**config.mk**
```make
export PLATFORM = sky130hd
export DESIGN_NAME = neuron_trainer
export DESIGN_NICKNAME = d
export VERILOG_FILES = /design/src/rtl/neuron_trainer.sv
export SDC_FILE = /design/constraint.sdc
export NUM_CORES = 1
export LEC_CHECK = 0
export BUFFER_PORTS_ARGS = -buffer_cell sky130_fd_sc_hd__buf_2
export CAP_MARGIN = 15
export CELL_PAD_IN_SITES_DETAIL_PLACEMENT = 1
export CELL_PAD_IN_SITES_GLOBAL_PLACEMENT = 2
export CORE_ASPECT_RATIO = 1.2
export CORE_UTILIZATION = 31
export CTS_CLUSTER_DIAMETER = 50
export CTS_CLUSTER_SIZE = 12
export DETAILED_ROUTE_END_ITERATION = 10
export GPL_TIMING_DRIVEN = 0
export PLACE_DENSITY = 0.8
export SLEW_MARGIN = 20
export SYNTH_ARGS = -nofsm -noshare
export SYNTH_HDL_FRONTEND = slang
export SYNTH_SLANG_ARGS = --single-unit
```
**constraint.sdc**
```tcl
create_clock -name clk -period 3.9 [get_ports clk]
set_input_delay 0.78 -clock clk [delete_from_list [all_inputs] [get_ports clk]]
set_output_delay 0.78 -clock clk [all_outputs]
set_load 0.1 [all_outputs]
```
**src/rtl/neuron_trainer.sv**
```systemverilog
// Supervisor for a plastic neuron: drives each host sample into the neuron, waits a settle window,
// then scores the neuron output against the target and issues a learning pulse on large error.
module neuron_trainer #(
  parameter int unsigned SETTLE_CYCLES  = 2,
  parameter int unsigned TOLERANCE      = 16,
  parameter int unsigned CONVERGE_COUNT = 8
) (
  input  logic        clk,
  input  logic        rst,
  input  logic        in_valid,
  output logic        in_ready,
  input  logic [15:0] in_sample,
  input  logic [31:0] in_target,
  input  logic        learn_en,
  output logic [15:0] input_signal,
  input  logic [31:0] output_signal,
  output logic [15:0] feedback_error,
  output logic        enable_learning,
  output logic        res_valid,
  input  logic        res_ready,
  output logic [15:0] res_error,
  output logic        res_in_tol,
  output logic        converged,
  output logic [15:0] update_count
);

  typedef enum logic [2:0] {
    S_IDLE,
    S_DRIVE,
    S_CAPTURE,
    S_LEARN,
    S_REPORT
  } state_t;

  localparam logic [7:0]         SETTLE_LAST = 8'(SETTLE_CYCLES - 1);
  localparam logic [7:0]         STREAK_MAX  = 8'(CONVERGE_COUNT);
  localparam logic [16:0]        TOL_LIMIT   = 17'(TOLERANCE);
  localparam logic signed [32:0] SAT_HI      = 33'sd32767;
  localparam logic signed [32:0] SAT_LO      = -33'sd32768;

  state_t      state_q;
  logic [7:0]  settle_q;
  logic [31:0] target_q;
  logic [7:0]  streak_q;
  logic [15:0] input_signal_q;
  logic [15:0] feedback_error_q;
  logic        enable_learning_q;
  logic        res_valid_q;
  logic [15:0] res_error_q;
  logic        res_in_tol_q;
  logic        converged_q;
  logic [15:0] update_count_q;

  logic signed [32:0] diff_d;
  logic [15:0]        err_d;
  logic [16:0]        err_ext_d;
  logic [16:0]        err_abs_d;
  logic               in_tol_d;
  logic [7:0]         streak_d;

  // NOTE: every variable written here gets a default first so no latch is inferred.
  always_comb begin
    diff_d    = $signed({target_q[31], target_q}) - $signed({output_signal[31], output_signal});
    err_d     = diff_d[15:0];
    if (diff_d > SAT_HI) begin
      err_d = 16'h7FFF;
    end else if (diff_d < SAT_LO) begin
      err_d = 16'h8000;
    end
    // 17-bit magnitude so that -32768 maps to +32768 instead of wrapping.
    err_ext_d = {err_d[15], err_d};
    err_abs_d = err_ext_d[16] ? (~err_ext_d + 17'd1) : err_ext_d;
    in_tol_d  = (err_abs_d <= TOL_LIMIT);

    streak_d = '0;
    if (res_in_tol_q) begin
      streak_d = (streak_q == STREAK_MAX) ? streak_q : streak_q + 8'd1;
    end
  end

  // NOTE: sequential state uses non-blocking assignments so all registers update together.
  always_ff @(posedge clk) begin
    if (rst) begin
      state_q           <= S_IDLE;
      settle_q          <= '0;
      target_q          <= '0;
      streak_q          <= '0;
      input_signal_q    <= '0;
      feedback_error_q  <= '0;
      enable_learning_q <= 1'b0;
      res_valid_q       <= 1'b0;
      res_error_q       <= '0;
      res_in_tol_q      <= 1'b0;
      converged_q       <= 1'b0;
      update_count_q    <= '0;
    end else begin
      enable_learning_q <= 1'b0;
      unique case (state_q)
        S_IDLE: begin
          if (in_valid) begin
            input_signal_q <= in_sample;
            target_q       <= in_target;
            settle_q       <= '0;
            state_q        <= S_DRIVE;
          end
        end
        S_DRIVE: begin
          settle_q <= settle_q + 8'd1;
          if (settle_q == SETTLE_LAST) begin
            state_q <= S_CAPTURE;
          end
        end
        S_CAPTURE: begin
          feedback_error_q  <= err_d;
          res_error_q       <= err_d;
          res_in_tol_q      <= in_tol_d;
          enable_learning_q <= !in_tol_d && learn_en;
          state_q           <= S_LEARN;
        end
        S_LEARN: begin
          if (enable_learning_q && (update_count_q != 16'hFFFF)) begin
            update_count_q <= update_count_q + 16'd1;
          end
          streak_q    <= streak_d;
          converged_q <= (streak_d == STREAK_MAX);
          res_valid_q <= 1'b1;
          state_q     <= S_REPORT;
        end
        S_REPORT: begin
          // Result is held until the host takes it; a new sample waits for IDLE.
          if (res_ready) begin
            res_valid_q <= 1'b0;
            state_q     <= S_IDLE;
          end
        end
        default: state_q <= S_IDLE;
      endcase
    end
  end

  assign in_ready        = (state_q == S_IDLE);
  assign input_signal    = input_signal_q;
  assign feedback_error  = feedback_error_q;
  assign enable_learning = enable_learning_q;
  assign res_valid       = res_valid_q;
  assign res_error       = res_error_q;
  assign res_in_tol      = res_in_tol_q;
  assign converged       = converged_q;
  assign update_count    = update_count_q;

endmodule

```
; Word-level counts from Yosys, hierarchy flattened
; Cells that the tools add are included.
[word_totals]
out_inout_bits = 69
register_bits = 103
ramBits = 0
n_memories = 0
elab_cells = 57
latch_bits = 0
rom_bits = 0
[op_classes]
n_div = 0
n_shift = 0
n_reduce_logical = 12
n_mul = 0
n_addsub = 5
eq_ne = 11
order_cmp = 3
n_mux = 13
bitwise_logic = 2
[ops]
columns = operator, count
row1 = $gt A33 B16 Y1 const B, 1
row2 = $lt A33 B16 Y1 const B, 1
row3 = $sub A32 B32 Y33, 1
row4 = $mux W16, 2
row5 = $mux W8, 3
row6 = $add A17 B1 Y17 const B, 1
row7 = $le A17 B5 Y1 const B, 1
row8 = $mux W17, 1
row9 = $not A17 Y17, 1
row10 = $add A16 B1 Y16 const B, 1
row11 = $add A8 B1 Y8 const B, 2
row12 = $eq A8 B4 Y1 const B, 2
row13 = $ne A16 B16 Y1 const B, 1
row14 = $pmux W8 S2, 1
row15 = $pmux W3 S5, 1
row16 = $mux W3, 3
row17 = $eq A8 B1 Y1 const B, 1
row18 = $reduce_and A2 Y1, 4
row19 = $eq A3 B2 Y1 const B, 2
row20 = $ne A2 B2 Y1 const B, 3
row21 = $reduce_bool A2 Y1, 2
row22 = $eq A3 B1 Y1 const B, 1
row23 = $eq A3 B3 Y1 const B, 1
row24 = $logic_not A3 Y1, 1
row25 = other kinds (7), 8

; Depth between registers and ports, before layout
[logic_depth]
depth_word = 10
depth_mapped = 15

; Least setup slack after synthesis
; OpenSTA, ideal clock, no wires.
[synth_timing]
path_type = reg2reg
startpoint = register state_q[2]
endpoint = register settle_q[5]
period_less_slack_ns = 3.766
path_slack_ns = 0.134
arrival_time_ns = 3.639
stages_incl_launch_ff = 9
path_buffers = 3
path_cell_list = dfxtp_1 clkbuf_1 nor3_1 and2_1 clkbuf_1 clkbuf_1 nor2_1 mux2i_1 nor2_1
[synth_via]
elab_chain_len = 3
[synth_rtl]
columns = item, line_no
row1 = from (decl), 41  ; state_t state_q;
row2 = from (signal assigned), 84  ; state_q <= S_IDLE;
row3 = from (signal assigned), 104  ; state_q <= S_DRIVE;
row4 = from (signal assigned), 110  ; state_q <= S_CAPTURE;
row5 = $logic_not A3 Y1 (*), --
row6 = named net in_ready, 11  ; output logic in_ready,
row7 = $ne A2 B2 Y1 (no line) or $reduce_bool A2 Y1 (tied branches), --
row8 = $reduce_and A2 Y1 (no line), --
row9 = to (signal assigned), 108  ; settle_q <= settle_q + 8'd1;
row10 = to (decl), 42  ; logic [7:0] settle_q;
; Mark *: on every way through the listed nets, which the timed path passes. The rest lies on a longest branch.
; A chain may end at the register's enable or synchronous reset.

; Worst setup path in the final report
[layout_timing]
startpoint = input port output_signal[18]
endpoint = register enable_learning_q, in the netlist enable_learning
[layout_via]
elab_chain_len = 10
[layout_rtl]
columns = item, line_no
row1 = from (decl), 16  ; input logic [31:0] output_signal,
row2 = $sub A32 B32 Y33 (*), 63  ; diff_d = $signed({target_q[31], target_q}) - $signed({output_signal[31], output_signal});
row3 = $lt A33 B16 Y1, 67  ; end else if (diff_d < SAT_LO) begin
row4 = $mux W16, 67
row5 = $mux W16 (*), 65  ; if (diff_d > SAT_HI) begin
row6 = $not A17 Y17, 72  ; err_abs_d = err_ext_d[16] ? (~err_ext_d + 17'd1) : err_ext_d;
row7 = $add A17 B1 Y17, 72
row8 = $mux W17 (*), 72
row9 = $le A17 B5 Y1 (*), 73  ; in_tol_d = (err_abs_d <= TOL_LIMIT);
row10 = $logic_not A1 Y1 (*), 117  ; enable_learning_q <= !in_tol_d && learn_en;
row11 = $logic_and A1 B1 Y1 (*), 117
row12 = to (signal assigned), 117
row13 = to (decl), 47  ; logic enable_learning_q;
; Every way passes the cells marked *; elsewhere a longest branch is shown, timed or not.

==> metrics.log <==
INFO  metric drt_drc_violations_left = 0
INFO  metric fin_total_pwr = 3.83 mW
INFO  metric dpl.cell_count = 1484
INFO  metric ys.flop_type = dfxtp_1
INFO  metric layout.cells.most_common = nand2_1
INFO  metric worst-slew-pin-transition = 0.831 ns
INFO  metric period_share = 95.5%
INFO  metric tritoncts_num_sinks = 103
INFO  metric clock_tree.buffer_depth = 2
INFO  metric critPathCaptureType = register
INFO  metric die_h = 171 um
INFO  metric postSynthAreaPerCell = 7.24 um^2
INFO  metric power.share.clock = 27.3%
INFO  metric dp_hpwl = 19.3 mm
INFO  metric route.detailed.vias_per_inst = 5.15
INFO  metric worst_ir_drop_vdd = 205 uV
INFO  metric power.net_switching = 1.67 mW
INFO  metric cts.root.buffer_cell = clkbuf_16
INFO  metric internal_power = 2.16 mW
INFO  metric stdcell_area = 9100 um^2
INFO  metric slew_headroom = 43.2%
INFO  metric final_nets = 1306
INFO  metric floorplan.core_area = 23200 um^2
INFO  metric grt_antenna_before_repair = 0
INFO  metric leakagePower = 3.87 nW
INFO  metric postLayoutCoreUtil = 39.2%
INFO  metric place_worst_setup_slack = -0.475 ns
INFO  metric slew_violations = 0
INFO  metric std_cell_rows = 61
INFO  metric via_count = 7741
INFO  metric fraction_of_layout_instances_using_a_drive_strength_above_1 = 23.0%
INFO  metric routed.top_layer = met4
INFO  metric placedInstanceArea = 8520 um^2
INFO  metric detail_route.wirelength.met1 = 11.1 mm
INFO  metric h-tree-depth = 3
INFO  metric share_comb_of_total_power = 42.2%
INFO  metric min_period = 3.73 ns
INFO  metric grt_start_max_net_pins = 19
INFO  metric synth-edff-count = 0
INFO  metric holdCritPathClass = reg -> reg
INFO  metric synth.cell_area = 7360 um^2
INFO  metric setup_slack = 0.174 ns
INFO  metric hold_path_depth = 2
INFO  metric syn-num-nets = 1139
INFO  metric tot_gr_track_use = 20.4%
INFO  metric antenna-diode-count = 0
INFO  metric clk-insertion-delay-late = 0.36 ns
INFO  metric power_per_cell_area = 421 nW/um^2
INFO  metric post_synth_inst_count = 1016
INFO  metric ctsHoldBuffers = 0
INFO  metric detailedRoute.firstIterationViolations = 320
INFO  metric hold-worst-slack = 0.453 ns
INFO  metric crit_path_start_kind = primary input
INFO  metric detail_route.wl_per_cell = 16.2 um
INFO  metric hold_violations = 0
INFO  metric power.switching_fraction = 43.7%
INFO  metric globalRouteOverflowTotal = 0
INFO  metric mostFrequentLayoutCells = nand2_1 (178), buf_2 (169), dfxtp_1 (103)
INFO  metric fin_tns_setup = 0 ns
INFO  metric die_area = 24400 um^2
INFO  metric io_buffers = 153
INFO  metric fin_worst_skew = 0.0134 ns
INFO  metric worst-endpoint-required = 4.21 ns
INFO  metric grt_pass1_vias = 7682
INFO  metric wl_met2 = 12.1 mm
INFO  metric detailedRoute.firstPassIterationCount = 4
INFO  metric first_pass_grt_wire_length = 39.3 mm
INFO  metric async_reset_ff_share = 0%
INFO  metric timing.critical_path.arrival = 4.03 ns
INFO  metric die_width = 143 um
INFO  metric synth_cell_type_count = 79
INFO  metric path_class = in -> reg
INFO  metric worstRegToRegCells = 14
INFO  metric status = finished clean
INFO  metric timing.max_cap.violations = 0
INFO  metric final-seq-area = 2060 um^2
INFO  metric starting_density_of_the_core = 31.7%
INFO  metric postRouteWirelength = 24.4 mm
INFO  metric timing.critical_path.fanout_max = 10
INFO  metric cts.reportedPaths.clkPinSlew = 0.08 ns
INFO  metric multiInputGateArea = 5000 um^2
INFO  metric pin_count = 154
INFO  metric postSynthRegisterBits = 103
INFO  metric fillers = 2963
INFO  metric yosys_warnings = 0
INFO  metric placer_s_final_routability_congestion_estimate = 0.903
INFO  metric number_of_cts_inserted_buffers = 9
INFO  metric synth_sequential_area_ratio = 28.0%
INFO  metric final-setup-viol-count = 0
INFO  metric count_of_non_filler_cells_in_the_finished_layout = 1502
INFO  metric flow.area_growth_from_synthesis = 23.7%
INFO  metric postRouteAntennaNets = 0
INFO  metric maxClockFrequency = 268 MHz
INFO  metric share_seq_of_total_power = 30.5%
INFO  metric met3_length = 631 um
INFO  metric cts_tree = yes
## power groups by stage
| stage | Clock [mW] | Combinational (mW) | Sequential [mW] |
|---|---|---|---|
| floorplan | 0 | 0.953 | 1.44 |
| global placement | 0 | 1.55 | 1.19 |
| detailed placement | 0 | 1.56 | 1.19 |
| CTS | 1.08 | 1.58 | 1.17 |
| global route | 1.11 | 1.76 | 1.18 |
| finish | 1.05 | 1.62 | 1.17 |
## metal layers
layer,vias up,global-route usage (%)
li1,3914,-
met1,3661,25.2
met2,136,36.6
met3,30,1.88
met4,0,7.43
met5,-,0
## registers in the layout, indices dropped and copies added, names as in the netlist
| register | cells |
|---|---|
| target_q | 32 |
| input_signal | 16 |
| res_error | 16 |
| update_count | 16 |
| settle_q | 8 |
| streak_q | 8 |
| state_q | 3 |
| converged | 1 |
| enable_learning | 1 |
| res_in_tol | 1 |
| res_valid | 1 |
## path summary, 6_finish.rpt
kind | startpoint | endpoint | slack, ns
worst max-delay path | output_signal[18] | enable_learning | 0.17
worst min-delay path | input_signal[3] | input_signal[3] | 0.45
worst max register to register | target_q[0] | enable_learning | 0.33
worst min register to register | input_signal[3] | input_signal[3] | 0.45
## synth_stat cells, drive strengths merged (13+ instances only)
master / instances / area (um^2)
nor2: 97 / 364
and3: 13 / 81.3
buf: 36 / 235
a211oi: 26 / 205
nor3: 23 / 125
nand3: 23 / 115
xor2: 18 / 158
a21oi: 108 / 556
ha: 37 / 463
nand2: 180 / 681
inv: 41 / 154
clkbuf: 37 / 140
nand4: 19 / 119
xnor2: 20 / 175
dfxtp: 103 / 2060
o21ai: 54 / 274
## area by class of cell
class / instances / share of cell area (%)
plain buffers: 72 / 4.12
inverters: 41 / 1.69
well taps: 315 / 4.33
multi-input cells: 799 / 54.9
clock buffers: 9 / 2.47
flip-flops and latches: 103 / 22.6
clock inverters: 6 / 1.07
repair buffers: 157 / 8.74
## critical path, stage by stage
cell and delay [ns]:
buf_2 0.07, inv_1 0.03, ha_1 0.29, buf_2 0.19
and4_1 0.24, and3_1 0.22, a21oi_2 0.22, nand2_1 0.19
nor4_1 0.57, nor4_1 0.14, and4_1 0.24, nand3_1 0.18
mux2_1 0.34, nand4_1 0.13, and4b_1 0.20
## logic make-up after synthesis
| logic type | after synthesis | share of synthesized area [%] |
|---|---|---|
| compound gates | 281 | 24.6 |
| flops | 103 | 28.0 |
| mux | 9 | 1.31 |
| fa+ha+maj | 38 | 6.56 |
| xor+xnor | 38 | 4.52 |
| buf+inv | 114 | 7.19 |
| simple gates | 433 | 27.8 |
## what timing repair did
item	4_1_cts	5_1_grt
buffers inserted	1	3
pin swaps	1	4
endpoints found under the setup margin	14	17
resized for setup	5	47
(Power assumes the default switching activity.)
